File: src/rtl/mlp_pkg.sv
// Shared types and width helpers for the two-layer perceptron forward engine.
package mlp_pkg;

  typedef enum logic [2:0] {
    IDLE,
    HID,
    OUT,
    LOSS,
    DONE
  } state_e;

  function automatic int clog2(input int n);
    int r;
    r = 0;
    for (int k = 0; k < 32; k++) begin
      if ((1 << r) < n) r = r + 1;
    end
    return r;
  endfunction

  // Counter/address width that never collapses to zero bits.
  function automatic int cw(input int n);
    return (n > 1) ? clog2(n) : 1;
  endfunction

  function automatic int sw_w(input int n_in, input int xw, input int ww);
    return xw + ww + 1 + clog2(n_in);
  endfunction

  function automatic int hw_w(input int n_in, input int xw, input int ww);
    return sw_w(n_in, xw, ww) - 1;
  endfunction

  function automatic int ow_w(input int n_in, input int n_hid, input int xw, input int ww);
    return hw_w(n_in, xw, ww) + ww + 1 + clog2(n_hid);
  endfunction

  function automatic int lw_w(input int n_in, input int n_hid, input int xw, input int ww);
    return 2 * (ow_w(n_in, n_hid, xw, ww) + 1);
  endfunction

  function automatic int nwt_d(input int n_in, input int n_hid);
    return n_hid * n_in + n_hid;
  endfunction

endpackage

File: src/rtl/mlp_forward_engine_mac.sv
// Signed multiply-accumulate shared by the hidden and output phases.
// Operand a is unsigned, operand b is signed; the product is sign-extended
// into the accumulator. nxt_o exposes the sum that the next enabled edge
// would store, so the caller can capture a final sum while clearing.
module mac_unit #(
  parameter int AW    = 14,
  parameter int BW    = 8,
  parameter int ACC_W = 24
) (
  input  logic                    clk_i,
  input  logic                    rst_i,
  input  logic                    clr_i,
  input  logic                    en_i,
  input  logic [AW-1:0]           a_i,
  input  logic signed [BW-1:0]    b_i,
  output logic signed [ACC_W-1:0] acc_o,
  output logic signed [ACC_W-1:0] nxt_o
);

  logic signed [AW+BW:0] prod;

  assign prod  = $signed({1'b0, a_i}) * b_i;
  assign nxt_o = acc_o + ACC_W'(prod);

  // Accumulator: clear has priority over accumulate.
  always_ff @(posedge clk_i) begin
    if (rst_i || clr_i) begin
      acc_o <= '0;
    end else if (en_i) begin
      acc_o <= nxt_o;
    end
  end

endmodule

File: src/rtl/mlp_forward_engine.sv
// Time-multiplexed two-layer perceptron: N_HID ReLU hidden neurons, one
// linear output neuron and a squared-error loss, all products walked by a
// single MAC under a start/valid handshake.
module mlp_forward_engine
  import mlp_pkg::*;
#(
  parameter int N_IN   = 4,
  parameter int N_HID  = 2,
  parameter int XW     = 4,
  parameter int WW     = 8,
  localparam int HW    = hw_w(N_IN, XW, WW),
  localparam int OW    = ow_w(N_IN, N_HID, XW, WW),
  localparam int LW    = lw_w(N_IN, N_HID, XW, WW),
  localparam int NWT   = nwt_d(N_IN, N_HID),
  localparam int AWD   = cw(NWT)
) (
  input  logic                   clk_i,
  input  logic                   rst_i,
  input  logic                   wr_en_i,
  input  logic [AWD-1:0]         wr_addr_i,
  input  logic signed [WW-1:0]   wr_data_i,
  input  logic                   start_i,
  input  logic [N_IN*XW-1:0]     x_i,
  input  logic signed [OW-1:0]   target_i,
  output logic                   busy_o,
  output logic                   valid_o,
  output logic signed [OW-1:0]   y_o,
  output logic [LW-1:0]          loss_o,
  output logic [N_HID*HW-1:0]    hidden_o
);

  localparam int IW  = cw(N_IN);
  localparam int HCW = cw(N_HID);

  state_e                 state;
  logic [IW-1:0]          i_cnt;
  logic [HCW-1:0]         h_cnt;
  logic [N_IN*XW-1:0]     x_q;
  logic signed [OW-1:0]   tgt_q;
  logic signed [WW-1:0]   wt [NWT];

  logic                   start_ok;
  logic                   mac_clr;
  logic                   mac_en;
  logic [HW-1:0]          mac_a;
  logic signed [WW-1:0]   mac_b;
  logic [AWD-1:0]         wt_idx;
  logic signed [OW-1:0]   mac_acc;
  logic signed [OW-1:0]   mac_nxt;

  function automatic logic [HW-1:0] relu(input logic signed [OW-1:0] v);
    return (v > 0) ? HW'(v) : '0;
  endfunction

  // Difference is formed one bit wider than y so it cannot wrap, then squared.
  function automatic logic [LW-1:0] sq_err(input logic signed [OW-1:0] y,
                                           input logic signed [OW-1:0] t);
    logic signed [OW:0]   d;
    logic signed [LW-1:0] d_ext;
    d     = (OW+1)'(y) - (OW+1)'(t);
    d_ext = LW'(d);
    return $unsigned(d_ext * d_ext);
  endfunction

  assign start_ok = start_i && (state == IDLE || state == DONE);

  // Operand mux: inputs x hidden weights during HID, hidden x output weights during OUT.
  always_comb begin
    mac_a   = '0;
    mac_b   = '0;
    mac_en  = 1'b0;
    mac_clr = 1'b0;
    wt_idx  = '0;
    case (state)
      HID: begin
        wt_idx  = AWD'(h_cnt * N_IN + i_cnt);
        mac_a   = HW'(x_q[i_cnt*XW +: XW]);
        mac_b   = wt[wt_idx];
        mac_en  = 1'b1;
        mac_clr = (i_cnt == IW'(N_IN - 1));
      end
      OUT: begin
        wt_idx = AWD'(N_HID * N_IN + h_cnt);
        mac_a  = hidden_o[h_cnt*HW +: HW];
        mac_b  = wt[wt_idx];
        mac_en = 1'b1;
      end
      default: ;
    endcase
    if (start_ok) mac_clr = 1'b1;
  end

  mac_unit #(
    .AW    (HW),
    .BW    (WW),
    .ACC_W (OW)
  ) u_mac (
    .clk_i (clk_i),
    .rst_i (rst_i),
    .clr_i (mac_clr),
    .en_i  (mac_en),
    .a_i   (mac_a),
    .b_i   (mac_b),
    .acc_o (mac_acc),
    .nxt_o (mac_nxt)
  );

  // Weight register file: writable only while idle, out-of-range addresses dropped.
  always_ff @(posedge clk_i) begin
    if (rst_i) begin
      for (int k = 0; k < NWT; k++) wt[k] <= '0;
    end else if (state == IDLE && wr_en_i && int'(wr_addr_i) < NWT) begin
      wt[wr_addr_i] <= wr_data_i;
    end
  end

  // Operand capture for the pass being launched.
  always_ff @(posedge clk_i) begin
    if (start_ok) begin
      x_q   <= x_i;
      tgt_q <= target_i;
    end
  end

  // Sequencer: walks i (inner) and h (outer), then the output neuron, loss and done.
  always_ff @(posedge clk_i) begin
    if (rst_i) begin
      state    <= IDLE;
      i_cnt    <= '0;
      h_cnt    <= '0;
      busy_o   <= 1'b0;
      valid_o  <= 1'b0;
      y_o      <= '0;
      loss_o   <= '0;
      hidden_o <= '0;
    end else begin
      valid_o <= 1'b0;
      case (state)
        IDLE: begin
          if (start_ok) begin
            state  <= HID;
            i_cnt  <= '0;
            h_cnt  <= '0;
            busy_o <= 1'b1;
          end
        end
        HID: begin
          if (i_cnt == IW'(N_IN - 1)) begin
            hidden_o[h_cnt*HW +: HW] <= relu(mac_nxt);
            i_cnt <= '0;
            if (h_cnt == HCW'(N_HID - 1)) begin
              h_cnt <= '0;
              state <= OUT;
            end else begin
              h_cnt <= h_cnt + 1'b1;
            end
          end else begin
            i_cnt <= i_cnt + 1'b1;
          end
        end
        OUT: begin
          if (h_cnt == HCW'(N_HID - 1)) begin
            h_cnt <= '0;
            state <= LOSS;
          end else begin
            h_cnt <= h_cnt + 1'b1;
          end
        end
        LOSS: begin
          y_o     <= mac_acc;
          loss_o  <= sq_err(mac_acc, tgt_q);
          valid_o <= 1'b1;
          state   <= DONE;
        end
        DONE: begin
          if (start_ok) begin
            state  <= HID;
            i_cnt  <= '0;
            h_cnt  <= '0;
          end else begin
            state  <= IDLE;
            busy_o <= 1'b0;
          end
        end
        default: begin
          state  <= IDLE;
          busy_o <= 1'b0;
        end
      endcase
    end
  end

endmodule
File: config.mk
export PLATFORM = sky130hd
export DESIGN_NAME = mlp_forward_engine
export DESIGN_NICKNAME = d
export VERILOG_FILES = /design/src/rtl/mlp_pkg.sv /design/src/rtl/mlp_forward_engine_mac.sv /design/src/rtl/mlp_forward_engine.sv
export SDC_FILE = /design/constraint.sdc
export NUM_CORES = 2
export LEC_CHECK = 0
export ABC_AREA = 1
export BUFFER_PORTS_ARGS = -buffer_cell sky130_fd_sc_hd__buf_2
export CAP_MARGIN = 10
export CELL_PAD_IN_SITES_DETAIL_PLACEMENT = 1
export CELL_PAD_IN_SITES_GLOBAL_PLACEMENT = 2
export CORE_MARGIN = 8
export CORE_UTILIZATION = 43
export CTS_BUF_LIST = sky130_fd_sc_hd__clkbuf_8 sky130_fd_sc_hd__clkbuf_16
export CTS_CLUSTER_DIAMETER = 40
export DETAILED_ROUTE_END_ITERATION = 8
export GPL_TIMING_DRIVEN = 1
export PLACE_DENSITY_LB_ADDON = 0.1
export REMOVE_ABC_BUFFERS = 1
export SLEW_MARGIN = 20
export SYNTH_ARGS = -nofsm -noshare
export SYNTH_HDL_FRONTEND = slang
export SYNTH_SLANG_ARGS = --single-unit
File: constraint.sdc
create_clock -name clk_i -period 14.8 [get_ports clk_i]
set_input_delay 2.22 -clock clk_i [delete_from_list [all_inputs] [get_ports clk_i]]
set_output_delay 2.22 -clock clk_i [all_outputs]
set_load 0.02 [all_outputs]
# Word level (Yosys, flattened, before mapping)
# Memory sizes are Yosys's and may differ from the RTL's.
# Index checks and enable logic that the tools add are counted.
# totals
reg_bits,174
memories,1
ramBits,80
wordCells,89
in_bits,56
out_inout_bits,104
# memory_table
memory,depth,width,rd,rd_ports_with_merged_regs,wr,line_no,rtl
wt,10,8,2,0,10,mlp_forward_engine.sv:40,logic signed [WW-1:0] wt [NWT];
# op_classes
n_mux,32
n_mul,3
addsub,7
bitwise_logic,1
n_lt_le_gt_ge,2
shifts,4
n_reduce_logical,17
eq_ne,11
# ops
cell,count
25-bit by 25-bit multiplier with 50-bit output,1
5-bit negation with 34-bit output,1
"14-bit by 34-bit variable shift with 28-bit output, first input constant",1
14-bit by 34-bit indexed part select with 28-bit output,1
28-bit bitwise mux,1
14-bit one-hot mux with 2 select lines,1
28-bit by 6-bit indexed part select with 14-bit output,1
24-bit by 24-bit subtractor with 25-bit output,1
24-bit by 23-bit adder with 24-bit output,1
"24-bit by 1-bit greater-than comparator with 1-bit output, second input constant",1
15-bit by 8-bit multiplier with 23-bit output,1
1-bit two-way mux,16
8-bit one-hot mux with 2 select lines,1
16-bit by 5-bit indexed part select with 4-bit output,1
3-bit one-hot mux with 5 select lines,1
14-bit two-way mux,1
3-bit two-way mux,4
"2-bit inequality test, second input constant",5
8-bit two-way mux,1
8-bit OR reduction,1
"3-bit by 2-bit equality test with 1-bit output, second input constant",2
1-bit one-hot mux with 3 select lines,2
3-bit AND reduction,2
3-bit by 2-bit adder with 4-bit output,1
other kinds (22),28

# Longest topological paths before layout
# logic_depth
depth_word,9
mapped_depth,48
depth_no_buf,47

# Cells and area by module
# Synthesis repeated with hierarchy kept, for this count alone.
# unflattened
hier_cells,4748
area_unflattened_um2,38076.5
# by_module_without_submodules
module,n_inst,seq_area_each_um2,area_each_um2,cells_each
mlp_forward_engine,1,5785.5,32433.6,3963
mac_unit,1,480.5,5642.9,785

# Worst setup path after synthesis
# OpenSTA, ideal clock, no wires.
# synth_path
path_type,reg-to-reg
startpoint,reg u_mac.acc_o[0]
endpoint,reg loss_o[44]
slack_ns,6.941
setup_time_ns,0.109
period_less_slack_ns,7.859
stages_incl_launch_ff,38
t_required_ns,14.691
t_arrival_ns,7.750
path_buffers,1
cell_sequence,dfxtp_1 > inv_1 > ha_1 > inv_1 > fa_1 > nand3_1 > nand3_2 > a21oi_4 > o21bai_4 > xor2_1 > inv_2 > buf_2 > nor2_1 > fa_1 > inv_1 > fa_1 > fa_1 > inv_1 > [... 2 more ...] > fa_1 > inv_1 > fa_1 > inv_1 > ha_1 > nand2_1 > nor2_1 > inv_1 > nor2_1 > inv_1 > nor2_1 > nand3_1 > nand3_1 > nand2_1 > nand3_1 > nand3_1 > nand2_1 > inv_1
# synth_between
elab_chain_len,2
# synth_rtl
item,line_no,rtl
start: declaration,mlp_forward_engine_mac.sv:16,"output logic signed [ACC_W-1:0] acc_o,"
start signal: assignment,mlp_forward_engine_mac.sv:30,acc_o <= nxt_o;
24-bit by 24-bit subtractor with 25-bit output,mlp_forward_engine.sv:60,d = (OW+1)'(y) - (OW+1)'(t);
25-bit by 25-bit multiplier with 50-bit output,mlp_forward_engine.sv:62,return $unsigned(d_ext * d_ext);
end signal: assignment,mlp_forward_engine.sv:171,"loss_o <= sq_err(mac_acc, tgt_q);"
end: declaration,mlp_forward_engine.sv:28,"output logic [LW-1:0] loss_o,"
# No other way between the ends.
# A chain may end at the register's enable or synchronous reset.

# Worst setup path in the final report
# Same ends and word-level chain as after synthesis.

==> summary.txt <==
CRITICAL PATH
-------------------------------------------------------------------------------------------
Critical-path cell with the highest stage delay .............................. sky130_fd_sc_hd__fa_1
Critical Setup Path Class .................................................... flip-flop to flip-flop
Maximum fanout encountered on the critical timing path .......................           12
Critical register-to-register path startpoint ................................ u_mac.acc_o[0]
Flop2flop setup slack ........................................................      5.21 ns
R2r worst-path depth .........................................................           34
Critical path endpoint category ..............................................    flip-flop
Buffers plus inverters on the worst setup path ...............................           12
Required time of the critical path ...........................................     15.28 ns
Worst Path Arrival ...........................................................     10.07 ns
Crit-path max cell delay .....................................................      0.78 ns
Kind of cell adding the most delay to the critical path ......................  adder cells
Startpoint types .............................................................    flip-flop
Library cell appearing most often on the critical path ....................... sky130_fd_sc_hd__inv_1
Reg-to-reg endpoint ..........................................................   loss_o[44]

FINISH
-------------------------------------------------------------------------------------------
Antenna Diode Count ..........................................................            0
Final cell count without fillers .............................................         5662
Layout filler cell count .....................................................        10200
Signed area change from the synthesized netlist to the final layout ..........       9.696%
Share of final-layout standard cells stronger than drive strength 1 ..........       7.857%
Layout Nets ..................................................................         5474

TIMING
-------------------------------------------------------------------------------------------
Time the final worst path needs with I/O delays and setup ....................     9.592 ns
Worst-case headroom to the max-slew limit ....................................       27.02%
Final number of hold-violating endpoints .....................................            0
Max frequency ................................................................    104.3 MHz
Number of failing setup endpoints in the final timing report .................            0
Setup repair after global routing missed its margin ..........................           no
Post-route clock period utilization ..........................................       64.81%
Sum of negative setup slack ..................................................         0 ns
Number of pins with negative max-slew slack in the final report ..............            0
Slew at the pin closest to its max-slew limit ................................     1.093 ns
Fin Clk Skew .................................................................   0.06088 ns

DETAILED ROUTING
-------------------------------------------------------------------------------------------
WL final .....................................................................    125100 um
Final routed wire length divided by cell count ...............................     22.09 um
Post-route DRC violation count ...............................................            0
Via total after detailed routing .............................................        29210
Antenna Nets Post-Route ......................................................            0
Initial DRT Pass Iterations ..................................................            5
Number of design-rule violations left by the first detailed-router iteration .         1599
Detail-routed via count per cell .............................................        5.159

CTS
-------------------------------------------------------------------------------------------
CTS H-Tree Depth .............................................................            2
CTS sink count ...............................................................          253
CTS tree .....................................................................        built
Inserted Clock Buffers .......................................................           46
CTS max path bufs ............................................................            3
Count of cells resized by post-cts repair ....................................            0
Source-to-sink clock delay at the later pin of the worst-skew pair ...........      0.62 ns
Hold-fix buffer count after cts ..............................................            0
Clock-pin slew on the worst setup and hold paths .............................      0.05 ns
Root Buffer .................................................................. sky130_fd_sc_hd__clkbuf_16
Post-CTS repair timing setup buffer count ....................................            0

GLOBAL ROUTING
-------------------------------------------------------------------------------------------
Number of antenna violations at the first check in global routing ............            2
Layer with the highest usage .................................................         met2
Routing usage on met1 ........................................................       35.52%
Met2 track demand over resource in global routing ............................       45.76%
Grt total ovfl ...............................................................            0
Overall global routing resource usage ........................................       26.90%
Global routing met3 resource utilization .....................................       3.803%
Vias in the first global route ...............................................        33180
Global-route wire length before repair .......................................    197300 um
Pin count of the biggest net entering global routing .........................           81

SYNTHESIS
-------------------------------------------------------------------------------------------
Cell type contributing the most total cell area after synthesis .............. sky130_fd_sc_hd__fa_1
Part of the Yosys area used for sequential elements ..........................       16.93%
Cells after Synth ............................................................         4359
Top cells by instance count after synthesis .................................. 1063 x sky130_fd_sc_hd__inv_1, 702 x sky130_fd_sc_hd__fa_1, 667 x sky130_fd_sc_hd__nand2_1, 518 x sky130_fd_sc_hd__nor2_1, 236 x sky130_fd_sc_hd__ha_1
Most used standard cell by instance count after synthesis .................... sky130_fd_sc_hd__inv_1
Largest cells by area after synthesis ........................................ sky130_fd_sc_hd__fa_1 38%, sky130_fd_sc_hd__inv_1 11%, sky130_fd_sc_hd__edfxtp_1 9.7%
Share of Yosys cell area claimed by the top area cell type ...................       37.97%
Cell Area, Synth .............................................................   37010 um^2
Post-synthesis sequential element count ......................................          253
Fraction of registers with async set/reset ...................................           0%
Warnings from Yosys ..........................................................            0
Count of unique library cells instantiated by Yosys ..........................           55
Primary FF master, synth ..................................................... sky130_fd_sc_hd__dfxtp_1
Average cell area after synthesis ............................................   8.491 um^2
Number of enable-type register cells in the synthesized netlist ..............          120

FLOORPLANNING
-------------------------------------------------------------------------------------------
Die Span Y ...................................................................     309.4 um
DIE AREA .....................................................................   95720 um^2
Starting utilization of the core area ........................................       43.40%
Cell row count ...............................................................          107
Die width ....................................................................     309.4 um
Standard cell core area ......................................................   85280 um^2
Ports ........................................................................          160

STATUS
-------------------------------------------------------------------------------------------
Run status ................................................................... finished, final reports clean

PLACED DESIGN
-------------------------------------------------------------------------------------------
GPL Wtd Cong .................................................................       0.9075
Dpl hpwl .....................................................................    103600 um
I/O Buffers ..................................................................          158
Cell Count Post-Placement ....................................................         5576

HOLD PATH
-------------------------------------------------------------------------------------------
Cell count of the worst hold path ............................................            2
Worst min-delay path category ................................................ flip-flop to flip-flop
Destination of the worst hold path ...........................................    loss_o[2]
Hold wc startpoint ...........................................................    loss_o[2]

RUN
-------------------------------------------------------------------------------------------
Number of max-cap violations .................................................            0

layout make-up:
cell class / count / area [um^2] / area share (%)
multi-input combinational: 2909 / 26210 / 64.55
sequential: 253 / 6267 / 15.44
inverter: 1079 / 4056 / 9.991
tap: 1144 / 1431 / 3.526
clock buffer: 47 / 1165 / 2.869
timing repair buffer: 191 / 1042 / 2.567
clock inverter: 39 / 431.7 / 1.063
cells in the final DEF (no fill, tap or decap), types with 22 or more instances in the layout:
cell type,instances
sky130_fd_sc_hd__nand2_1,666
sky130_fd_sc_hd__edfxtp_1,120
sky130_fd_sc_hd__xor2_1,30
sky130_fd_sc_hd__inv_1,1065
sky130_fd_sc_hd__buf_4,32
sky130_fd_sc_hd__xnor2_1,22
sky130_fd_sc_hd__ha_1,236
sky130_fd_sc_hd__fa_1,702
sky130_fd_sc_hd__clkbuf_16,46
sky130_fd_sc_hd__o211ai_1,31
sky130_fd_sc_hd__dfxtp_1,132
sky130_fd_sc_hd__o21bai_1,22
sky130_fd_sc_hd__buf_2,158
sky130_fd_sc_hd__a21oi_1,186
sky130_fd_sc_hd__nand4_1,26
sky130_fd_sc_hd__nand3_1,136
sky130_fd_sc_hd__o21ai_0,172
sky130_fd_sc_hd__nor2_1,517
how the worst max path moves through the flow:
| stage | startpoint | to | cells after the start |
|---|---|---|---|
| detailed placement | u_mac.acc_o[0] | loss_o[44] | 34 |
| global route | u_mac.acc_o[0] | loss_o[44] | 34 |
| global placement | u_mac.acc_o[0] | loss_o[44] | 36 |
| finish | u_mac.acc_o[0] | loss_o[44] | 34 |
| floorplan | u_mac.acc_o[0] | loss_o[43] | 36 |
| CTS | u_mac.acc_o[0] | loss_o[44] | 34 |
through the flow:
step	utilization [%]	setup slack, ns	cell area [um^2]	hold WS (ns)
after floorplan	-	6.554	36480	0.4711
after detailed placement	45.73	5.278	39000	0.4721
final	47.61	5.208	40600	0.4774
after CTS	47.61	5.167	40600	0.4805
after global routing	47.61	4.629	40600	0.4953
after global placement	45.71	4.541	38980	0.4625
cells by family (layout without fill, tap and decap cells):
kind of cell / after synthesis / in the layout / synth area share [%]
DFF: 253 / 253 / 16.93
AOI/OAI and AO/OA: 480 / 480 / 7.414
other: 1 / 1 / 0.01013
buffers and inverters: 1197 / 1356 / 12.39
and+or+nand+nor: 1430 / 1430 / 15.79
xor gates and xnor gates: 59 / 59 / 1.487
adders and majority gates: 938 / 938 / 45.95
muxes: 1 / 1 / 0.03042
worst register-to-register path, delay by kind of cell, from the launching register on:
family / cells / cell delay (ns)
simple gates: 11 / 1.68
fa+ha+maj: 10 / 5.09
buf+inv: 12 / 2.21
flops: 1 / 0.31
xor+xnor: 1 / 0.16
per-layer routing:
| layer | wire length, um | part of all wire [%] |
|---|---|---|
| met5 | 13 | 0.010 |
| met3 | 5554 | 4.4 |
| met1 | 54680 | 44 |
| met2 | 60330 | 48 |
| met4 | 4486 | 3.6 |
registers in the layout, summed over array words and instances, names as in the netlist, 3 cells and up:
signal,count
hidden_o,28
loss_o,49
state,3
tgt_q,24
u_mac.acc_o,24
wt,80
x_q,16
y_o,24
Power is not shown: default switching activity piles up to over one toggle a cycle in this logic, so the estimate is an artifact.
